File: src/rtl/fetch_pkg.sv
// Shared definitions for the instruction fetch unit.
//   DEF_*        : default widths, reset PC and sequential PC step
//   fetch_entry_t: {pc, instr} pair at the default widths
//   occ_width()  : bits needed to hold an occupancy of 0..depth
package fetch_pkg;

    localparam int          DEF_XLEN     = 64;
    localparam int          DEF_ILEN     = 32;
    localparam logic [63:0] DEF_RESET_PC = 64'h0;
    localparam int          DEF_PC_STEP  = 4;

    typedef struct packed {
        logic [DEF_XLEN-1:0] pc;
        logic [DEF_ILEN-1:0] instr;
    } fetch_entry_t;

    function automatic int occ_width(input int depth);
        return $clog2(depth) + 1;
    endfunction

endpackage

File: src/rtl/fetch_queue.sv
// Synchronous FIFO used both as the fetch queue and as the FIFO of issued
// request addresses.
//   clk, rst  : clock, synchronous active-high reset
//   flush     : clears contents (takes priority over push/pop)
//   push      : write push_data (ignored when full)
//   pop       : drop head entry (ignored when empty)
//   head_data : current head entry, combinational from storage
//   count     : occupancy, empty : count == 0
module fetch_queue
    import fetch_pkg::*;
#(
    parameter int WIDTH = 32,
    parameter int DEPTH = 4
) (
    input  logic                        clk,
    input  logic                        rst,
    input  logic                        flush,
    input  logic                        push,
    input  logic [WIDTH-1:0]            push_data,
    input  logic                        pop,
    output logic [WIDTH-1:0]            head_data,
    output logic [occ_width(DEPTH)-1:0] count,
    output logic                        empty
);

    localparam int AW = $clog2(DEPTH);
    localparam int CW = occ_width(DEPTH);

    logic [WIDTH-1:0] mem [DEPTH];
    logic [AW-1:0]    wr_ptr;
    logic [AW-1:0]    rd_ptr;
    logic             full;
    logic             do_push;
    logic             do_pop;

    assign empty     = (count == '0);
    assign full      = (count == CW'(DEPTH));
    assign do_push   = push && !full;
    assign do_pop    = pop && !empty;
    assign head_data = mem[rd_ptr];

    // Pointers wrap naturally because DEPTH is a power of two.
    always_ff @(posedge clk) begin
        if (rst || flush) begin
            wr_ptr <= '0;
            rd_ptr <= '0;
            count  <= '0;
        end else begin
            if (do_push) wr_ptr <= wr_ptr + 1'b1;
            if (do_pop)  rd_ptr <= rd_ptr + 1'b1;
            case ({do_push, do_pop})
                2'b10:   count <= count + 1'b1;
                2'b01:   count <= count - 1'b1;
                default: count <= count;
            endcase
        end
    end

    always_ff @(posedge clk) begin
        if (do_push) mem[wr_ptr] <= push_data;
    end

endmodule

File: src/rtl/instruction_fetch_unit.sv
// Decoupled instruction fetch stage. Owns the fetch PC, issues requests to
// an in-order variable-latency instruction memory, buffers returned words
// with their PCs and hands them to decode over valid/ready. A redirect
// flushes the queue and marks every in-flight request to be discarded.
//   clk, rst                    : clock, synchronous active-high reset
//   imem_req_valid/ready/addr   : request channel (addr = fetch PC)
//   imem_resp_valid/data        : in-order response, no backpressure
//   redirect_valid/redirect_pc  : flush and restart fetch at redirect_pc
//   out_valid/ready/instr/pc    : instruction stream to decode
//   fq_count                    : fetch queue occupancy
module instruction_fetch_unit
    import fetch_pkg::*;
#(
    parameter int              XLEN     = DEF_XLEN,
    parameter int              ILEN     = DEF_ILEN,
    parameter logic [XLEN-1:0] RESET_PC = XLEN'(DEF_RESET_PC),
    parameter int              PC_STEP  = DEF_PC_STEP,
    parameter int              FQ_DEPTH = 4
) (
    input  logic                           clk,
    input  logic                           rst,
    output logic                           imem_req_valid,
    input  logic                           imem_req_ready,
    output logic [XLEN-1:0]                imem_req_addr,
    input  logic                           imem_resp_valid,
    input  logic [ILEN-1:0]                imem_resp_data,
    input  logic                           redirect_valid,
    input  logic [XLEN-1:0]                redirect_pc,
    output logic                           out_valid,
    input  logic                           out_ready,
    output logic [ILEN-1:0]                out_instr,
    output logic [XLEN-1:0]                out_pc,
    output logic [occ_width(FQ_DEPTH)-1:0] fq_count
);

    localparam int CW = occ_width(FQ_DEPTH);

    logic [XLEN-1:0] fetch_pc;
    logic [CW-1:0]   pend;
    logic [CW-1:0]   kill;
    logic [CW:0]     credit_used;
    logic            pc_empty;
    logic            fq_empty;
    logic            req_fire;
    logic            resp_live;
    logic            resp_keep;
    logic            out_fire;
    logic [XLEN-1:0] resp_pc;

    // Occupancy of the address FIFO is exactly the number of accepted,
    // unanswered requests, so it serves as the pend counter.
    assign credit_used    = {1'b0, fq_count} + {1'b0, pend};
    assign imem_req_valid = !rst && !redirect_valid
                            && (credit_used < (CW+1)'(FQ_DEPTH));
    assign imem_req_addr  = fetch_pc;
    assign req_fire       = imem_req_valid && imem_req_ready;

    // A response with nothing outstanding belongs to a request from before
    // reset and is ignored entirely.
    assign resp_live = imem_resp_valid && !pc_empty;
    assign resp_keep = resp_live && (kill == '0) && !redirect_valid;

    assign out_valid = !fq_empty && !redirect_valid;
    assign out_fire  = out_valid && out_ready;

    fetch_queue #(
        .WIDTH (XLEN),
        .DEPTH (FQ_DEPTH)
    ) u_pc_fifo (
        .clk       (clk),
        .rst       (rst),
        .flush     (1'b0),
        .push      (req_fire),
        .push_data (fetch_pc),
        .pop       (resp_live),
        .head_data (resp_pc),
        .count     (pend),
        .empty     (pc_empty)
    );

    fetch_queue #(
        .WIDTH (XLEN + ILEN),
        .DEPTH (FQ_DEPTH)
    ) u_fetch_q (
        .clk       (clk),
        .rst       (rst),
        .flush     (redirect_valid),
        .push      (resp_keep),
        .push_data ({resp_pc, imem_resp_data}),
        .pop       (out_fire),
        .head_data ({out_pc, out_instr}),
        .count     (fq_count),
        .empty     (fq_empty)
    );

    always_ff @(posedge clk) begin
        if (rst) begin
            fetch_pc <= RESET_PC;
            kill     <= '0;
        end else if (redirect_valid) begin
            fetch_pc <= {redirect_pc[XLEN-1:2], 2'b00};
            // Nothing issues in a redirect cycle, so everything still
            // outstanding after this edge's response is stale.
            kill     <= pend - CW'(resp_live);
        end else begin
            if (req_fire) fetch_pc <= fetch_pc + XLEN'(PC_STEP);
            if (resp_live && (kill != '0)) kill <= kill - 1'b1;
        end
    end

endmodule

File: config.mk
export PLATFORM = sky130hd
export DESIGN_NAME = instruction_fetch_unit
export DESIGN_NICKNAME = d
export VERILOG_FILES = /design/src/rtl/fetch_pkg.sv /design/src/rtl/fetch_queue.sv /design/src/rtl/instruction_fetch_unit.sv
export SDC_FILE = /design/constraint.sdc
export NUM_CORES = 1
export LEC_CHECK = 0
export ABC_CLOCK_PERIOD_IN_PS = 6350
export BUFFER_PORTS_ARGS = -buffer_cell sky130_fd_sc_hd__buf_2
export CAP_MARGIN = 20
export CORE_ASPECT_RATIO = 1.5
export CORE_MARGIN = 2
export CORE_UTILIZATION = 63
export DETAILED_ROUTE_END_ITERATION = 10
export GPL_TIMING_DRIVEN = 1
export PLACE_DENSITY = 0.91
export SYNTH_ARGS = -nofsm -noshare
export SYNTH_HDL_FRONTEND = slang
export SYNTH_SLANG_ARGS = --single-unit
File: constraint.sdc
create_clock -name clk -period 6.35 [get_ports clk]
set_clock_uncertainty 0.1 [all_clocks]
set_input_delay 0.635 -clock clk [delete_from_list [all_inputs] [get_ports clk]]
set_output_delay 0.635 -clock clk [all_outputs]
set_load 0.01 [all_outputs]
==> results by group, run 1 <==
Status
  – Outcome: complete, no violations

Floorplan
  – Initial Util: 63.7%
  – DIE WIDTH: 174 µm
  – I/O pin count: 267
  – CORE AREA: 42900 µm²
  – Die Y: 259 µm
  – Die ar.: 45100 µm²
  – Row cnt: 93

Power
  – Maximum VDD drop: 0.261 mV
  – Pwr Density: 329 nW/µm²
  – LEAKAGE: 10.3 nW
  – Clk network pwr share: 36.7%
  – P_int: 0.00796 W
  – Switching share of power: 22.9%
  – Seq pwr share: 53.3%
  – Comb power frac: 10.0%
  – P_sw: 0.00236 W

Critical path
  – Slowest-stage cell, CP: and2_2
  – R2r endpoint: u_pc_fifo.mem[2][53]
  – Worst R2R Start: u_pc_fifo.count[2]
  – Startpoint Class: register
  – Worst R2R Setup Slack: 2.23 ns
  – Path depth of the worst reg2reg path: 6
  – Worst Path Arrival: 4.28 ns
  – CP Data Required Time: 6.51 ns
  – Crit-path cells: ha_1 > nor4_4 > nand3_1 > a31oi_1 > and2_2 > buf_4
  – Critical path class: reg -> reg
  – Slowest Stage Delay on Critical Path: 0.82 ns
  – Element type at the critical path end: register
  – Crit-path max FO: 29

Yosys
  – Yosys top cell by area: edfxtp_1
  – Post-synth EDFFs: 624
  – Ys async rst share: 0%
  – Mapped Cells: 1428
  – Total of warnings raised by yosys: 0
  – Syn Area/Cell: 19.2 µm²
  – Sequential element share of the synthesized area: 74.6%
  – Cells taking the most area after synthesis: edfxtp_1 (68%), mux4_2 (13%), dfxtp_1 (6.1%), nor2_1 (1.1%), ha_1 (0.78%)
  – Post-Syn Area: 27400 µm²
  – Most frequent cells after synthesis: edfxtp_1 (624), mux4_2 (156), dfxtp_1 (83), nor2_1 (83), nand2_1 (45)
  – Post-synth cell types: 60
  – Post-synth top area share: 68.5%
  – Ys flop type: edfxtp_1
  – Count leader, synth: edfxtp_1
  – Post-synthesis register bit count: 707

Route
  – WL met2: 34200 µm
  – DR WL/cell: 28.0 µm
  – Residual DRC: 0
  – Post-Route M1 WL: 22400 µm
  – DRT antenna net count: 0
  – Vias per inst: 6.67
  – DRT iter0 DRCs: 1712
  – Pre-antenna DRT Iters: 6
  – Highest metal used: met5
  – Final WL: 65300 µm
  – Routed length on met3: 5160 µm
  – DR vias: 15.5k

Global routing
  – Congestion Overflow GR: 0
  – Largest net degree at the start of global routing: 63
  – Total track usage: 29.2%
  – Initial antenna violation count: 1
  – First-pass GRT wire length: 97800 µm
  – Vias in the first global route: 16.0k

Timing
  – Setup TNS: 0 ns
  – Max-slew headroom: 33.5%
  – RSZ-0062 raised after global routing: false
  – Final Slew Violations: 0
  – F_max: 243 MHz
  – Setup Viol. Count Final: 0
  – Crit path time final: 4.12 ns
  – Final Hold Viols: 0
  – Period utilisation layout: 64.9%
  – Least-Margin Pin Slew: 0.997 ns

Place
  – RePlAce Congestion: 0.894
  – Placed insts: 2219
  – Port Buffer Count: 260
  – Post-DP HPWL: 39900 µm

Worst hold path
  – Hold Crit Depth: 1
  – Min-Delay Endpoint: u_fetch_q.mem[1][3]
  – Worst hold-check path type: in -> reg
  – Hold_sp: imem_resp_data[3]

Layout
  – Fin nets: 1831
  – Fill count: 2388
  – Layout Area Growth over Synthesis: 14.7%
  – Multi-input logic area: 6600 µm²
  – Post-Layout Cell Count: 2331
  – Sequential Area: 20400 µm²
  – Layout cells sized above 1: 32.3%
  – Ant diodes: 0
  – Core Util, Final: 73.1%

CTS
  – H-tree depth: 2
  – Clk sinks: 707
  – PostCTS Resize Cnt: 0
  – Longest Clk Path Bufs: 3
  – Root Buffer: clkbuf_16
  – TritonCTS Buffers: 59
  – CTS clock-pin slew for the worst setup and hold paths: 0.07 ns
  – CTS tree: built
  – Worst skew pair latency: 0.61 ns
  – CTS Hold Bufs: 0
  – Setup bufs post-CTS: 0

Flow run
  – Maxcap violations: 0
==> cell usage in the layout (no fill, tap or decap), types with 20 or more instances in the layout <==
cell       instances
nand3_1           29
inv_1             27
dfxtp_1           79
o21ai_0           25
a211oi_1          20
buf_2            260
buf_4             26
nor2_1            83
edfxtp_1         624
nand4_1           25
clkbuf_16         60
mux4_2           156
nand2_1           45
==> through the flow <==
stage	total power (W)	hold WS [ns]	setup WS [ns]	instance area (µm²)
global route	0.0106	0.138	2.05	31400
global placement	0.00653	0.399	2.41	29300
finish	0.0103	0.153	2.23	31400
detailed placement	0.00661	0.419	2.36	29300
floorplan	0.00622	0.385	1.94	27400
CTS	0.0103	0.132	2.36	31400
==> per-layer routing <==
| layer | up-vias | GRT usage, % |
|---|---|---|
| li1 | 6425 | - |
| met1 | 7791 | 36.2 |
| met2 | 1086 | 51.3 |
| met3 | 244 | 3.94 |
| met4 | 2 | 14.5 |
| met5 | - | 0 |
==> power groups by stage <==
stage / registers (W) / clock network [W] / logic [W]
2_1_floorplan: 0.00553 / 0 / 0.000687
3_3_place_gp: 0.00557 / 0 / 0.000964
3_5_place_dp: 0.00559 / 0 / 0.00102
4_1_cts: 0.00549 / 0.00381 / 0.00103
5_1_grt: 0.00551 / 0.00399 / 0.00109
6_report: 0.00550 / 0.00379 / 0.00103
==> kinds of logic after synthesis <==
kind of cell             after synthesis  synth area share, %
AO/OA/AOI/OAI                        123                 3.35
flip-flops                           707                 74.6
AND/OR/NAND/NOR                      294                 5.88
multiplexers                         160                 13.0
XOR/XNOR                              27                0.864
adder cells (fa/ha/maj)               19                0.924
buffers and inverters                 97                 1.40
other                                  1               0.0137
==> worst max-delay path, delay by kind of cell, from the launching register on <==
kind / cells / cell delay, ns
AO/OA/AOI/OAI: 1 / 0.63
adder cells (fa/ha/maj): 1 / 0.32
buffers and inverters: 1 / 0.44
flip-flops: 1 / 0.47
AND/OR/NAND/NOR: 3 / 1.77
==> how the worst max path moves through the flow <==
stage	end	cells after the start	start	slack, ns
floorplan	u_fetch_q.mem[0][0]	3	imem_resp_valid	1.94
global placement	u_pc_fifo.mem[2][63]	6	rst	2.41
detailed placement	u_pc_fifo.mem[2][59]	6	rst	2.36
CTS	u_pc_fifo.mem[2][53]	6	u_pc_fifo.count[2]	2.36
global route	u_pc_fifo.mem[2][53]	6	u_pc_fifo.count[2]	2.05
finish	u_pc_fifo.mem[2][53]	6	u_pc_fifo.count[2]	2.23
==> cell type report <==
type,instances,area share (%)
flip-flops and latches,707,65.1
multi-input cells,627,21.0
clock buffers,66,4.92
repair buffers,286,4.77
well taps,570,2.27
clock inverters,46,1.60
inverters,29,0.347
==> sequential cells by signal (all words and copies together) (netlist names), named ones only <==
register          flops
kill                  3
u_fetch_q.rd_ptr      2
u_pc_fifo.mem       248
imem_req_addr        62
u_fetch_q.count       3
u_fetch_q.mem       376
u_pc_fifo.count       3
u_pc_fifo.rd_ptr      2
u_fetch_q.wr_ptr      2
u_pc_fifo.wr_ptr      2
(Power assumes the default switching activity.)
==> inputs of run 2 (changes only) <==
--- a/config.mk
+++ b/config.mk
@@ -5,15 +5,16 @@
 export SDC_FILE = /design/constraint.sdc
 export NUM_CORES = 1
 export LEC_CHECK = 0
-export ABC_CLOCK_PERIOD_IN_PS = 6350
+export ABC_AREA = 1
+export ABC_CLOCK_PERIOD_IN_PS = 3450
 export BUFFER_PORTS_ARGS = -buffer_cell sky130_fd_sc_hd__buf_2
 export CAP_MARGIN = 20
 export CORE_ASPECT_RATIO = 1.5
 export CORE_MARGIN = 2
-export CORE_UTILIZATION = 63
+export CORE_UTILIZATION = 54
 export DETAILED_ROUTE_END_ITERATION = 10
 export GPL_TIMING_DRIVEN = 1
-export PLACE_DENSITY = 0.91
+export PLACE_DENSITY = 0.83
 export SYNTH_ARGS = -nofsm -noshare
 export SYNTH_HDL_FRONTEND = slang
 export SYNTH_SLANG_ARGS = --single-unit
==> constraint.sdc (replaced) <==
create_clock -name clk -period 3.45 [get_ports clk]
set_clock_uncertainty 0.1 [all_clocks]
set_input_delay 0.345 -clock clk [delete_from_list [all_inputs] [get_ports clk]]
set_output_delay 0.345 -clock clk [all_outputs]
set_load 0.01 [all_outputs]
==> results by group, run 2 <==
Timing
  – Crit path time final: 2.97 ns (was 4.12 ns)
  – F_max: 337 MHz (was 243 MHz)
  – Final WS setup: 0.483 ns (was 2.23 ns)
  – Max-slew headroom: 48.5% (was 33.5%)
  – Least-Margin Pin Slew: 0.772 ns (was 0.997 ns)
  – Final Hold Viols: 0 (unchanged)
  – Final Slew Violations: 0 (unchanged)
  – Period utilisation layout: 86.0% (was 64.9%)
  – Hold_ws: 0.0297 ns (was 0.153 ns)
  – RSZ-0062 raised after global routing: false (unchanged)
  – Setup Viol. Count Final: 0 (unchanged)

Critical path
  – Worst R2R Setup Slack: 0.48 ns (was 2.23 ns)
  – CP Data Required Time: 3.90 ns (was 6.51 ns)
  – Worst R2R Start: u_pc_fifo.count[1] (was u_pc_fifo.count[2])
  – Critical path class: reg -> reg (unchanged)
  – WP depth: 12 (was 6)
  – Slowest Stage Delay on Critical Path: 0.44 ns (was 0.82 ns)
  – Slowest-stage cell, CP: clkinv_1 (was and2_2)
  – Worst Path Arrival: 3.42 ns (was 4.28 ns)
  – Crit-path max FO: 9 (was 29)
  – R2r endpoint: u_fetch_q.count[2] (was u_pc_fifo.mem[2][53])
  – CP top delay family: compound AO/OA/AOI/OAI gates (was simple AND/OR/NAND/NOR gates)
  – Crit-path cells: inv_1 > a31oi_4 > nand4_1 > nor2_1 > clkinv_1 > ha_1 > inv_1 > fa_1 > o21ai_0 > a21oi_1 > o21ai_0 > a21oi_1 (was ha_1 > nor4_4 > nand3_1 > a31oi_1 > and2_2 > buf_4)
  – Path depth of the worst reg2reg path: 12 (was 6)
  – Critical Path Source: u_pc_fifo.count[1] (was u_pc_fifo.count[2])
  – Critical path buffers and inverters: 3 (was 1)
  – Startpoint Class: register (unchanged)
  – Element type at the critical path end: register (unchanged)

Floorplan
  – CORE AREA: 52700 µm² (was 42900 µm²)
  – Die ar.: 55400 µm² (was 45100 µm²)
  – I/O pin count: 267 (unchanged)
  – Die Y: 287 µm (was 259 µm)
  – Row cnt: 103 (was 93)
  – Initial Util: 54.8% (was 63.7%)
  – DIE WIDTH: 193 µm (was 174 µm)

Route
  – DR vias: 20.8k (was 15.5k)
  – Pre-antenna DRT Iters: 6 (unchanged)
  – DRT antenna net count: 0 (unchanged)
  – Final WL: 72300 µm (was 65300 µm)
  – Residual DRC: 0 (unchanged)
  – DR WL/cell: 20.2 µm (was 28.0 µm)
  – Vias per inst: 5.80 (was 6.67)
  – DRT iter0 DRCs: 1751 (was 1712)

Global routing
  – Congestion Overflow GR: 0 (unchanged)
  – First-pass GRT wire length: 109000 µm (was 97800 µm)
  – Total track usage: 25.7% (was 29.2%)
  – Largest net degree at the start of global routing: 125 (was 63)
  – Vias in the first global route: 20.4k (was 16.0k)
  – Initial antenna violation count: 0 (was 1)

Yosys
  – Post-synth top area share: 64.9% (was 68.5%)
  – Mapped Cells: 2537 (was 1428)
  – Yosys top cell by area: edfxtp_1 (unchanged)
  – Adder-cell share of the synthesized area: 0.876% (was 0.924%)
  – Post-synth cell types: 41 (was 60)
  – Simple-gate share of the synthesized area: 12.8% (was 5.88%)
  – Syn Area/Cell: 11.4 µm² (was 19.2 µm²)
  – Total of warnings raised by yosys: 0 (unchanged)
  – Ys async rst share: 0% (unchanged)
  – Largest family of logic cells by synthesized area: simple AND/OR/NAND/NOR gates (was multiplexers)
  – Post-Syn Area: 28900 µm² (was 27400 µm²)
  – Synth Area in XOR/XNOR: 0.394% (was 0.864%)
  – Count leader, synth: edfxtp_1 (unchanged)
  – Synth Area in Compound Gates: 11.7% (was 3.35%)
  – Post-synth EDFFs: 624 (unchanged)
  – Ys flop type: edfxtp_1 (unchanged)
  – Proportion of synthesized area in mux cells: 0% (was 13.0%)
  – Cells taking the most area after synthesis: edfxtp_1 (65%), nor2_1 (6.4%), o21ai_0 (6.4%), dfxtp_1 (5.8%), nand2_1 (4.5%) (was edfxtp_1 (68%), mux4_2 (13%), dfxtp_1 (6.1%), nor2_1 (1.1%), ha_1 (0.78%))
  – Most frequent cells after synthesis: edfxtp_1 (624), nor2_1 (495), o21ai_0 (370) (was edfxtp_1 (624), mux4_2 (156), dfxtp_1 (83), nor2_1 (83), nand2_1 (45))
  – Sequential element share of the synthesized area: 70.7% (was 74.6%)
  – Post-synthesis register bit count: 707 (unchanged)

CTS
  – TritonCTS Buffers: 59 (unchanged)
  – Worst skew pair latency: 0.62 ns (was 0.61 ns)
  – CTS clock-pin slew for the worst setup and hold paths: 0.07 ns (about the same)
  – Longest Clk Path Bufs: 3 (unchanged)
  – CTS tree: built (unchanged)
  – Root Buffer: clkbuf_16 (unchanged)
  – H-tree depth: 2 (unchanged)
  – Clk sinks: 707 (unchanged)

Layout
  – Commonest non-fill, non-tap cell in the layout: edfxtp_1 (unchanged)
  – Sequential Area: 20400 µm² (about the same)
  – Finished Cell Area: 33800 µm² (was 31400 µm²)
  – Ant diodes: 0 (unchanged)
  – Fin nets: 2967 (was 1831)
  – Multi-input logic area: 7510 µm² (was 6600 µm²)
  – Core Util, Final: 64.1% (was 73.1%)
  – Layout cells sized above 1: 14.9% (was 32.3%)
  – Fill count: 3709 (was 2388)
  – Commonest non-fill, non-tap cells in the layout: edfxtp_1 (624), nor2_1 (487), o21ai_0 (370) (was edfxtp_1 (624), buf_2 (260), mux4_2 (156))
  – Max FFs per register: 376 (unchanged)
  – Biggest register: u_fetch_q.mem (unchanged)
  – Layout Area Growth over Synthesis: 17.0% (was 14.7%)

Place
  – Post-DP HPWL: 46000 µm (was 39900 µm)
  – Port Buffer Count: 260 (unchanged)
  – Placed instance area: 31000 µm² (was 29300 µm²)
  – Placement Setup Slack: 0.489 ns (was 2.36 ns)
  – RePlAce Congestion: 0.955 (was 0.894)

Worst hold path
  – Worst hold-check path type: in -> reg (unchanged)
  – Min-Delay Endpoint: u_fetch_q.count[1] (was u_fetch_q.mem[1][3])
  – Hold Crit Depth: 4 (was 1)
  – Hold_sp: rst (was imem_resp_data[3])

Power
  – LEAKAGE: 12.0 nW (was 10.3 nW)
  – Pwr Density: 532 nW/µm² (was 329 nW/µm²)
  – Maximum VDD drop: 0.403 mV (was 0.261 mV)

Status
  – Outcome: complete, no violations (unchanged)

Flow run
  – Maxcap violations: 0 (unchanged)
## run 2: cell count changes in the layout (fill, tap and decap cells not counted), sizes merged, moves of 19 or more
cell and change:
mux4 -156, o22ai +156, nand2 +303, a21oi +48
inv +88, dlygate4sd3 +83, nor2 +416, nand4 -19
nand3 +35, o21ai +346
## run 2: layout make-up
type                    count  share of cell area (%)
flip-flops and latches    707                    60.4
multi-input cells        1580                    22.2
repair buffers            384                    7.74
clock buffers              78                    4.73
well taps                 682                    2.53
inverters                 114                    1.28
clock inverters            32                    1.09
## run 2: through the flow
step	power, W	std cells	setup TNS, ns
final	0.0180	3577	0
after global routing	0.0185	3577	0
after CTS	0.0180	3576	0
after detailed placement	0.0114	3383	0
after global placement	0.0113	3383	0
after floorplan	0.0108	2540	-271.40
## run 2: worst max-delay path by stage
stage	slack (ns)	to
4_1_cts	0.47	u_pc_fifo.count[2]
3_3_place_gp	0.53	u_pc_fifo.count[2]
3_5_place_dp	0.49	u_pc_fifo.count[2]
5_1_grt	0.25	u_fetch_q.count[2]
6_report	0.48	u_fetch_q.count[2]
2_1_floorplan	-0.72	u_fetch_q.mem[0][0]
## run 2: what timing repair did
item                      CTS  global route
gates resized for setup     0             0
buffers inserted            0             0
hold buffers               83             0
hold endpoints to repair  179             0
## run 2: worst register-to-register path, stage by stage, from the launching register on
cell and delay, ns:
dfxtp_1 0.42, inv_1 0.16, a31oi_4 0.29, nand4_1 0.12
nor2_1 0.12, clkinv_1 0.44, ha_1 0.39, inv_1 0.10
fa_1 0.20, o21ai_0 0.09, a21oi_1 0.20, o21ai_0 0.13
a21oi_1 0.14
## run 2: logic make-up after synthesis
family	after synthesis
simple gates	932
flops	707
compound gates	612
buf+inv	253
fa+ha+maj	19
xor+xnor	13
other cells	1
## run 2: routing by layer
layer | track usage [%] | wire [µm] | vias to the layer above
met5 | 0 | 0 | -
met4 | 14.6 | 3790 | 0
met3 | 3.50 | 5970 | 196
met2 | 44.1 | 36400 | 1065
met1 | 31.1 | 26200 | 9906
li1 | - | - | 9597
## run 2: power breakdown
| part | total, W | internal [W] | switching (W) |
|---|---|---|---|
| Clock | 0.00669 | 0.00374 | 0.00295 |
| Sequential | 0.00984 | 0.00964 | 0.000198 |
| Combinational | 0.00144 | 0.000469 | 0.000975 |
| Total | 0.0180 | 0.0139 | 0.00412 |
